**src/rtl/stage2_unpooling_core.sv**
```systemverilog
// 2x2 nearest-neighbour unpooling core: each pooled point is emitted as a 2x2 block of output points.
// Optional macro ST2_UNPOOL_ZERO_FILL_EN selects zero-insertion unpooling and removes the row buffer.
module stage2_unpooling_core #(
    parameter int ST2_CI  = 3,
    parameter int ST2_IBW = 19,
    parameter int IN_W    = 12,
    parameter int IN_H    = 12
) (
    input  logic                       clk,
    input  logic                       reset,
    input  logic                       i_in_valid,
    output logic                       o_in_ready,
    input  logic [ST2_CI*ST2_IBW-1:0]  i_in_fmap,
    output logic                       o_ot_valid,
    input  logic                       i_ot_ready,
    output logic [ST2_CI*ST2_IBW-1:0]  o_ot_fmap,
    output logic                       o_frame_done
);

    localparam int FW = ST2_CI * ST2_IBW;
    localparam int CW = (IN_W > 1) ? $clog2(IN_W) : 1;
    localparam int RW = (IN_H > 1) ? $clog2(IN_H) : 1;

    localparam logic [0:0] ROW_A = 1'b0;
    localparam logic [0:0] ROW_B = 1'b1;

`ifdef ST2_UNPOOL_ZERO_FILL_EN
    localparam bit ZERO_FILL = 1'b1;
`else
    localparam bit ZERO_FILL = 1'b0;
`endif

    logic [0:0]    state;
    logic [CW-1:0] col;
    logic [CW-1:0] col_inc;
    logic [RW-1:0] row;
    logic          dup;
    logic          last_col;
    logic          last_row;
    logic          ot_hs;
    logic          in_acc;
    logic [FW-1:0] buf_first;
    logic [FW-1:0] buf_next;

    assign col_inc  = col + CW'(1);
    assign last_col = (col == CW'(IN_W - 1));
    assign last_row = (row == RW'(IN_H - 1));
    assign ot_hs    = o_ot_valid && i_ot_ready;

    // The final column's second copy hands over to ROW_B, so no next-row point may be taken then.
    assign o_in_ready = !reset && (state == ROW_A) &&
                        (!o_ot_valid || (i_ot_ready && dup && !last_col));
    assign in_acc     = i_in_valid && o_in_ready;

`ifdef ST2_UNPOOL_ZERO_FILL_EN
    assign buf_first = '0;
    assign buf_next  = '0;
`else
    logic [FW-1:0] rowbuf [IN_W];
    logic [CW-1:0] wr_col;

    // An accept that overlaps the second copy's handshake belongs to the next column.
    assign wr_col = (ot_hs && dup) ? col_inc : col;

    always_ff @(posedge clk) begin
        if (in_acc) begin
            rowbuf[wr_col] <= i_in_fmap;
        end
    end

    assign buf_first = rowbuf[0];
    assign buf_next  = rowbuf[col_inc];
`endif

    always_ff @(posedge clk or posedge reset) begin
        if (reset) begin
            state        <= ROW_A;
            col          <= '0;
            row          <= '0;
            dup          <= 1'b0;
            o_ot_valid   <= 1'b0;
            o_ot_fmap    <= '0;
            o_frame_done <= 1'b0;
        end else begin
            o_frame_done <= 1'b0;
            case (state)
                ROW_A: begin
                    if (ot_hs) begin
                        if (!dup) begin
                            dup <= 1'b1;
                            if (ZERO_FILL) begin
                                o_ot_fmap <= '0;
                            end
                        end else if (last_col) begin
                            col       <= '0;
                            dup       <= 1'b0;
                            o_ot_fmap <= buf_first;
                            state     <= ROW_B;
                        end else begin
                            col <= col_inc;
                            if (!in_acc) begin
                                o_ot_valid <= 1'b0;
                            end
                        end
                    end
                    if (in_acc) begin
                        o_ot_fmap  <= i_in_fmap;
                        o_ot_valid <= 1'b1;
                        dup        <= 1'b0;
                    end
                end
                ROW_B: begin
                    if (ot_hs) begin
                        if (!dup) begin
                            dup <= 1'b1;
                        end else if (last_col) begin
                            col        <= '0;
                            dup        <= 1'b0;
                            o_ot_valid <= 1'b0;
                            state      <= ROW_A;
                            if (last_row) begin
                                row          <= '0;
                                o_frame_done <= 1'b1;
                            end else begin
                                row <= row + RW'(1);
                            end
                        end else begin
                            col       <= col_inc;
                            dup       <= 1'b0;
                            o_ot_fmap <= buf_next;
                        end
                    end
                end
                default: state <= ROW_A;
            endcase
        end
    end

endmodule

```
**config.mk**
```make
export PLATFORM = sky130hd
export DESIGN_NAME = stage2_unpooling_core
export DESIGN_NICKNAME = d
export VERILOG_FILES = /design/src/rtl/stage2_unpooling_core.sv
export SDC_FILE = /design/constraint.sdc
export NUM_CORES = 1
export LEC_CHECK = 0
export CAP_MARGIN = 20
export CORE_MARGIN = 3
export CORE_UTILIZATION = 40
export DETAILED_ROUTE_END_ITERATION = 7
export PLACE_DENSITY_LB_ADDON = 0.2
export SYNTH_ARGS = -nofsm -noshare
export SYNTH_HDL_FRONTEND = slang
export SYNTH_SLANG_ARGS = --single-unit
export TNS_END_PERCENT = 100
```
**constraint.sdc**
```tcl
create_clock -name clk -period 8.9 [get_ports clk]
set_input_delay 1.335 -clock clk [delete_from_list [all_inputs] [get_ports clk]]
set_output_delay 1.335 -clock clk [all_outputs]
set_load 0.005 [all_outputs]
```
==> results of run 1 <==
==> metal layers <==
layer	GRT usage (%)	vias up
met1	26.0	8370
met2	30.8	483
met3	2.97	123
met4	6.21	0
met5	0	-
li1	-	6967
==> worst min-delay path, stage by stage, from the launching register on <==
cell     delay (ps)
dfrtp_1         400
nand2_1          60
o21ai_0          60
==> power by group through the flow <==
stage                     logic (uW)  registers [uW]  clock network [uW]
final                           3690            4390                3310
after global routing            3970            4420                3540
after CTS                       3730            4400                3380
after detailed placement        3720            4470                   0
after global placement          3680            4460                   0
after floorplan                 2600            4330                   0
==> synth_stat cells (2+ instances only) <==
cell      number  share of area, %
nand3_1       10              0.17
inv_1          4             0.051
mux2_2         2             0.076
mux2i_1      228               7.7
mux4_2        57               4.3
ha_1           2             0.085
buf_4          4              0.10
edfxtp_1     684                70
buf_1          5             0.064
o22a_1        57               1.7
nand2_1       70              0.89
xor2_1         2             0.059
xnor2_1        3             0.089
a21oi_1      115               1.9
nor3_1         6              0.10
a31oi_1        2             0.042
a21o_1         2             0.051
nand2b_1       2             0.042
clkbuf_1      41              0.52
nand3b_1       2             0.051
o21ai_0        7              0.12
o21bai_1       2             0.051
a221oi_1      56               1.7
a22o_1         3             0.089
buf_2         55              0.93
o22ai_1       58               1.2
nor2_1        19              0.24
buf_6          8              0.30
and2_1         3             0.064
nand4_1        2             0.042
a22oi_1       56               1.4
dfrtp_1       69               5.8
==> registers in the layout (all words and copies together) (netlist names) <==
register      flops
rowbuf          684
o_ot_fmap        57
col               4
row               4
dup               1
o_frame_done      1
o_ot_valid        1
state             1
==> through the flow <==
| stage | hold slack [ps] | area [um2] | setup slack (ps) | util (%) |
|---|---|---|---|---|
| floorplan | 508 | 29500 | 3590 | - |
| global placement | 533 | 31800 | 3900 | 43.5 |
| detailed placement | 555 | 31800 | 3880 | 43.5 |
| CTS | 570 | 34400 | 4090 | 47.1 |
| global route | 595 | 34400 | 3870 | 47.1 |
| finish | 564 | 34400 | 4180 | 47.1 |
==> logic make-up (layout without fill, tap and decap cells) <==
logic type | Yosys count | after routing
buffers and inverters | 117 | 300
and+or+nand+nor | 118 | 118
adders and majority gates | 2 | 2
DFF | 753 | 753
muxes | 288 | 288
AOI/OAI and AO/OA | 363 | 363
xor gates and xnor gates | 6 | 6
==> path summary, 6_finish.rpt <==
| kind | startpoint | end | slack (ps) | depth (start not counted) |
|---|---|---|---|---|
| worst max-delay path | col[0] | rowbuf[2][48] | 4180 | 7 |
| worst min-delay path | row[0] | row[0] | 560 | 2 |
| worst max register to register | col[0] | rowbuf[2][48] | 4180 | 7 |
| worst min register to register | row[0] | row[0] | 560 | 2 |
| max in group asynchronous | reset | state | 6550 | 3 |
| min in group asynchronous | reset | o_ot_fmap[37] | 1140 | 2 |
==> cell type report <==
type                    count  area [um2]  share of cell area (%)
multi-input cells         777        6860                    19.9
flip-flops and latches    753       22300                    64.7
repair buffers            147        1430                    4.15
clock buffers             107        2190                    6.38
inverters                   4        17.5                  0.0509
well taps                 959        1200                    3.49
clock inverters            42         435                    1.27
==> metrics.txt, run 1 <==
Met2 Routed Length 35400 um; Synth cell types 43; clock root buffer clkbuf_16; Comb pwr share 32.4%; vias 15900; slowest cell on the critical path dfrtp_4; largest family of logic cells by synthesized area multiplexers; RSZ-0062 raised after global routing false; DR iter-0 viols 1406; outcome complete, no violations; CTS Buffer Depth 3; Syn Nets 1710; vias in the first global route 16600; die width 278 um; Placed Cells 2639; mux contribution to synthesized area 12.2%; internal power 7700 uW; highest routed metal layer met4; total power 11400 uW; DP HPWL 40100 um; Psw 3700 uW; Max IR drop VDD 0.594 mV; data required time of the critical path 9140 ps; number of antenna violations at the first check in global routing 0; ANT nets after route 0; Max Freq 212 MHz; Least-Margin Pin Slew 1200 ps; CTS Hold Buffers Added 0; adder-cell share of the synthesized area 0.0847%; worst path buffer plus inverter count 2; Nets 1826; final hold vios 0; CP Launch Type flop; Top cell by count, worst path buf_4; GRT Resource Usage Total 18.9%; Async S/R FF share, synth 9.16%; synthesized cell area 29500 um2; core area 73100 um2; post-synthesis sequential area ratio 75.4%; ys flop type edfxtp_1; flops & latches, synth 753; most frequent cells in the layout 684 x edfxtp_1, 228 x mux2i_1, 120 x clkdlybuf4s50_1; switching share of power 32.4%; IO Pins 121; H-tree Lvls 3; Post-CTS Setup Repair Bufs 0; crit path time final 4720 ps; number of fill cells 6162; XOR/XNOR Fraction of Synth Area 0.203%; non-filler instance count after layout 2789; type of the worst min-delay path reg -> reg; cells after synthesis 1647; Clock Skews 28.2 ps; final setup vio count 0; input/output buffers 120; Period Utilization, post-route 53.1%; Max Cap Viol 0; num rows 99; Setup CP Type reg -> reg; proportion of layout cells with a drive suffix above 1 12.6%; CTS tree built; Compound-Gate Fraction of Synth Area 8.45%; WL per Instance 26.2 um; worst-path fanout max 54; Skew-Pair Late Insertion Delay 630 ps; max-slew violation total from the final report 0; critical path capture point type flop; drt pass-1 iters 6; Flop pwr share 38.5%; TNS Setup 0 ps; PwrDens 331 nW/um2; metal3 WL 3410 um; synthesis warning total 0; Initial Util 40.4%; largest net degree at the start of global routing 155; global-route wire length before repair 109000 um; Slew HR 19.9%; via/cell ratio 5.72; Data arrival, critical path 4960 ps; P&R area growth vs syn 16.5%; CTS sink cnt 753; DRC Markers 0; Post-synth EDFFs 684; Post-Synth Simple-Gate Area 1.72%; CP Cell Sequence ha_4 > buf_4 > nand3_1 > o21ai_0 > nand2b_1 > nor2_4 > buf_4; # diodes 0; Crit path max-delay family buffers and inverters; wl on met1 32400 um; die span in y 278 um; commonest non-fill, non-tap cell in the layout edfxtp_1; final wirelength 73000 um; static leakage 0.0115 uW; syn avg cell area 17.9 um2; Clk pwr share 29.1%; die area 77200 um2; Worst-path clk slew 60 ps; post-cts sizing count 0; total gr overflow 0; total CTS buffers 80; critical path's largest stage delay 900 ps; GP Congestion 0.774
Power figures use the tool's default switching activity.
==> run 2, diff against run 1 <==
==> constraint.sdc (replaced) <==
create_clock -name clk -period 4.6 [get_ports clk]
set_input_delay 0.69 -clock clk [delete_from_list [all_inputs] [get_ports clk]]
set_output_delay 0.69 -clock clk [all_outputs]
set_load 0.005 [all_outputs]
==> run 2 against run 1 <==
Critical endpoint is now o_in_ready. Power is 95% higher. Worst hold slack lost 100 ps. Global-route usage down 0.91 points. Cell area grew 1.3%. Largest power group unchanged. Highest routed layer is now met5.
==> metrics.txt, run 2 (synthesized netlist as in run 1, its figures left out) <==
outcome complete, no violations; crit path time final 3710 ps; PwrDens 639 nW/um2 (+93%); Least-Margin Pin Slew 1070 ps (-127 ps); CTS Buffer Depth 3 (unchanged); WL per Instance 24.7 um (-5.4%); total gr overflow 0 (unchanged); Worst-path clk slew 60 ps (about the same); Finished Core Util 47.7% (+0.63 points); critical path capture point type primary output; worst path buffer plus inverter count 1 (-1); worst-path fanout max 29 (-46%); type of the worst min-delay path in -> async; RSZ-0062 raised after global routing false; Nets 1850 (+1.3%); final hold vios 0 (unchanged); Clock Skews 28.1 ps (-0.0293 ps); most frequent cells in the layout 684 x edfxtp_1, 228 x mux2i_1, 120 x clkdlybuf4s50_1; DRC Markers 0 (unchanged); die area 77200 um2 (unchanged); critical path's largest stage delay 880 ps (-20 ps); die width 278 um (unchanged); Initial Util 40.4% (unchanged); largest net degree at the start of global routing 145 (-6.5%); total CTS buffers 80 (unchanged); clock root buffer clkbuf_16; final setup vio count 0 (unchanged); post-cts sizing count 0 (unchanged); register bank with the most flops rowbuf; DP HPWL 40700 um (+1.5%); CTS tree built; Skew-Pair Late Insertion Delay 630 ps (about the same); Top Registers rowbuf x684, o_ot_fmap x57; proportion of layout cells with a drive suffix above 1 13.6% (+1.0 points); drt pass-1 iters 5 (-1); IO Pins 121 (unchanged); non-filler instance count after layout 2814 (+0.90%); vias 15700 (-1.4%); P&R area growth vs syn 18.0%; GP Congestion 0.763 (-1.5%); CP Launch Type flop; Setup CP Type reg -> out; core area 73100 um2 (unchanged); Crit path max-delay family flip-flops; Data arrival, critical path 3020 ps (-1940 ps); commonest non-fill, non-tap cell in the layout edfxtp_1; Slew HR 28.4% (+8.5 points); Post-CTS Setup Repair Bufs 0 (unchanged); DR iter-0 viols 1278 (-9.1%); via/cell ratio 5.59 (-2.3%); Max Freq 270 MHz; ANT nets after route 0 (unchanged); global-route wire length before repair 105000 um (-3.9%); Max Cap Viol 0 (unchanged); number of antenna violations at the first check in global routing 2 (+2); Largest register FFs 684 (unchanged); CTS sink cnt 753 (unchanged); GRT Resource Usage Total 18.0% (-0.91 points); CTS Hold Buffers Added 0 (unchanged); # diodes 0 (unchanged); static leakage 0.0117 uW (+1.8%); num rows 99 (unchanged); CP Cell Sequence ha_4 > nand3b_1 > a31oi_1 > nor3_1 > clkdlybuf4s50_1; final wirelength 69600 um (-4.6%); Period Utilization, post-route 80.7%; Max IR drop VDD 1.17 mV (+98%); Placed Cells 2663 (+0.91%); slowest cell on the critical path dfrtp_4; input/output buffers 120 (unchanged); H-tree Lvls 3 (unchanged); vias in the first global route 16100 (-2.8%); die span in y 278 um (unchanged); data required time of the critical path 3910 ps (-5230 ps); max-slew violation total from the final report 0 (unchanged)
## run 2: changes by cell type in the layout (fill, tap and decap cells not counted), sizes merged
cell	delta
bufinv	+2
clkinv	-1
inv	-1
clkbuf	+1
buf	+24
## run 2: area by class of cell
class / count / area [um2]
Timing Repair Buffer: 171 / 1820
Fill cell: 6183 / 38200
Tap cell: 959 / 1200
Clock inverter: 42 / 487
Clock buffer: 108 / 2210
Sequential cell: 753 / 22300
Multi-Input combinational cell: 777 / 6860
Inverter: 4 / 16.3
## run 2: final timing paths
path / depth (start not counted) / from / endpoint / slack (ps)
worst max register to register: 6 / col[0] / rowbuf[1][11] / 1020
worst max-delay path: 5 / col[0] / o_in_ready / 890
min in group clk: 1 / row[1] / row[1] / 570
worst min-delay path: 2 / reset / o_ot_fmap[49] / 460
max in group asynchronous: 3 / reset / o_ot_fmap[19] / 3250
worst min register to register: 1 / row[1] / row[1] / 570
## run 2: metrics by stage
step | hold slack [ps] | instance area (um2) | setup WS [ps] | power (uW) | setup TNS (ps)
detailed placement | 558 | 32100 | 726 | 15900 | 0
CTS | 458 | 34800 | 844 | 22500 | 0
finish | 464 | 34900 | 890 | 22300 | 0
floorplan | 508 | 29600 | -66.3 | 13400 | -27970
global route | 515 | 34900 | 729 | 23300 | 0
global placement | 529 | 32100 | 809 | 15800 | 0
## run 2: report_power, final
| group | total (uW) | switching [uW] | internal, uW |
|---|---|---|---|
| clock | 6550 | 2640 | 3910 |
| sequential | 8460 | 442 | 8020 |
| combinational | 7260 | 4040 | 3220 |
## run 2: per-layer routing
| metal | up-vias | part of all wire [%] | track usage, % | routed length, um |
|---|---|---|---|---|
| met4 | 2 | 1.9 | 5.00 | 1300 |
| met5 | - | 0.013 | 0 | 9 |
| met3 | 78 | 5.3 | 3.14 | 3670 |
| met1 | 8204 | 45 | 25.5 | 31400 |
| met2 | 418 | 48 | 28.7 | 33300 |
| li1 | 7016 | - | - | - |
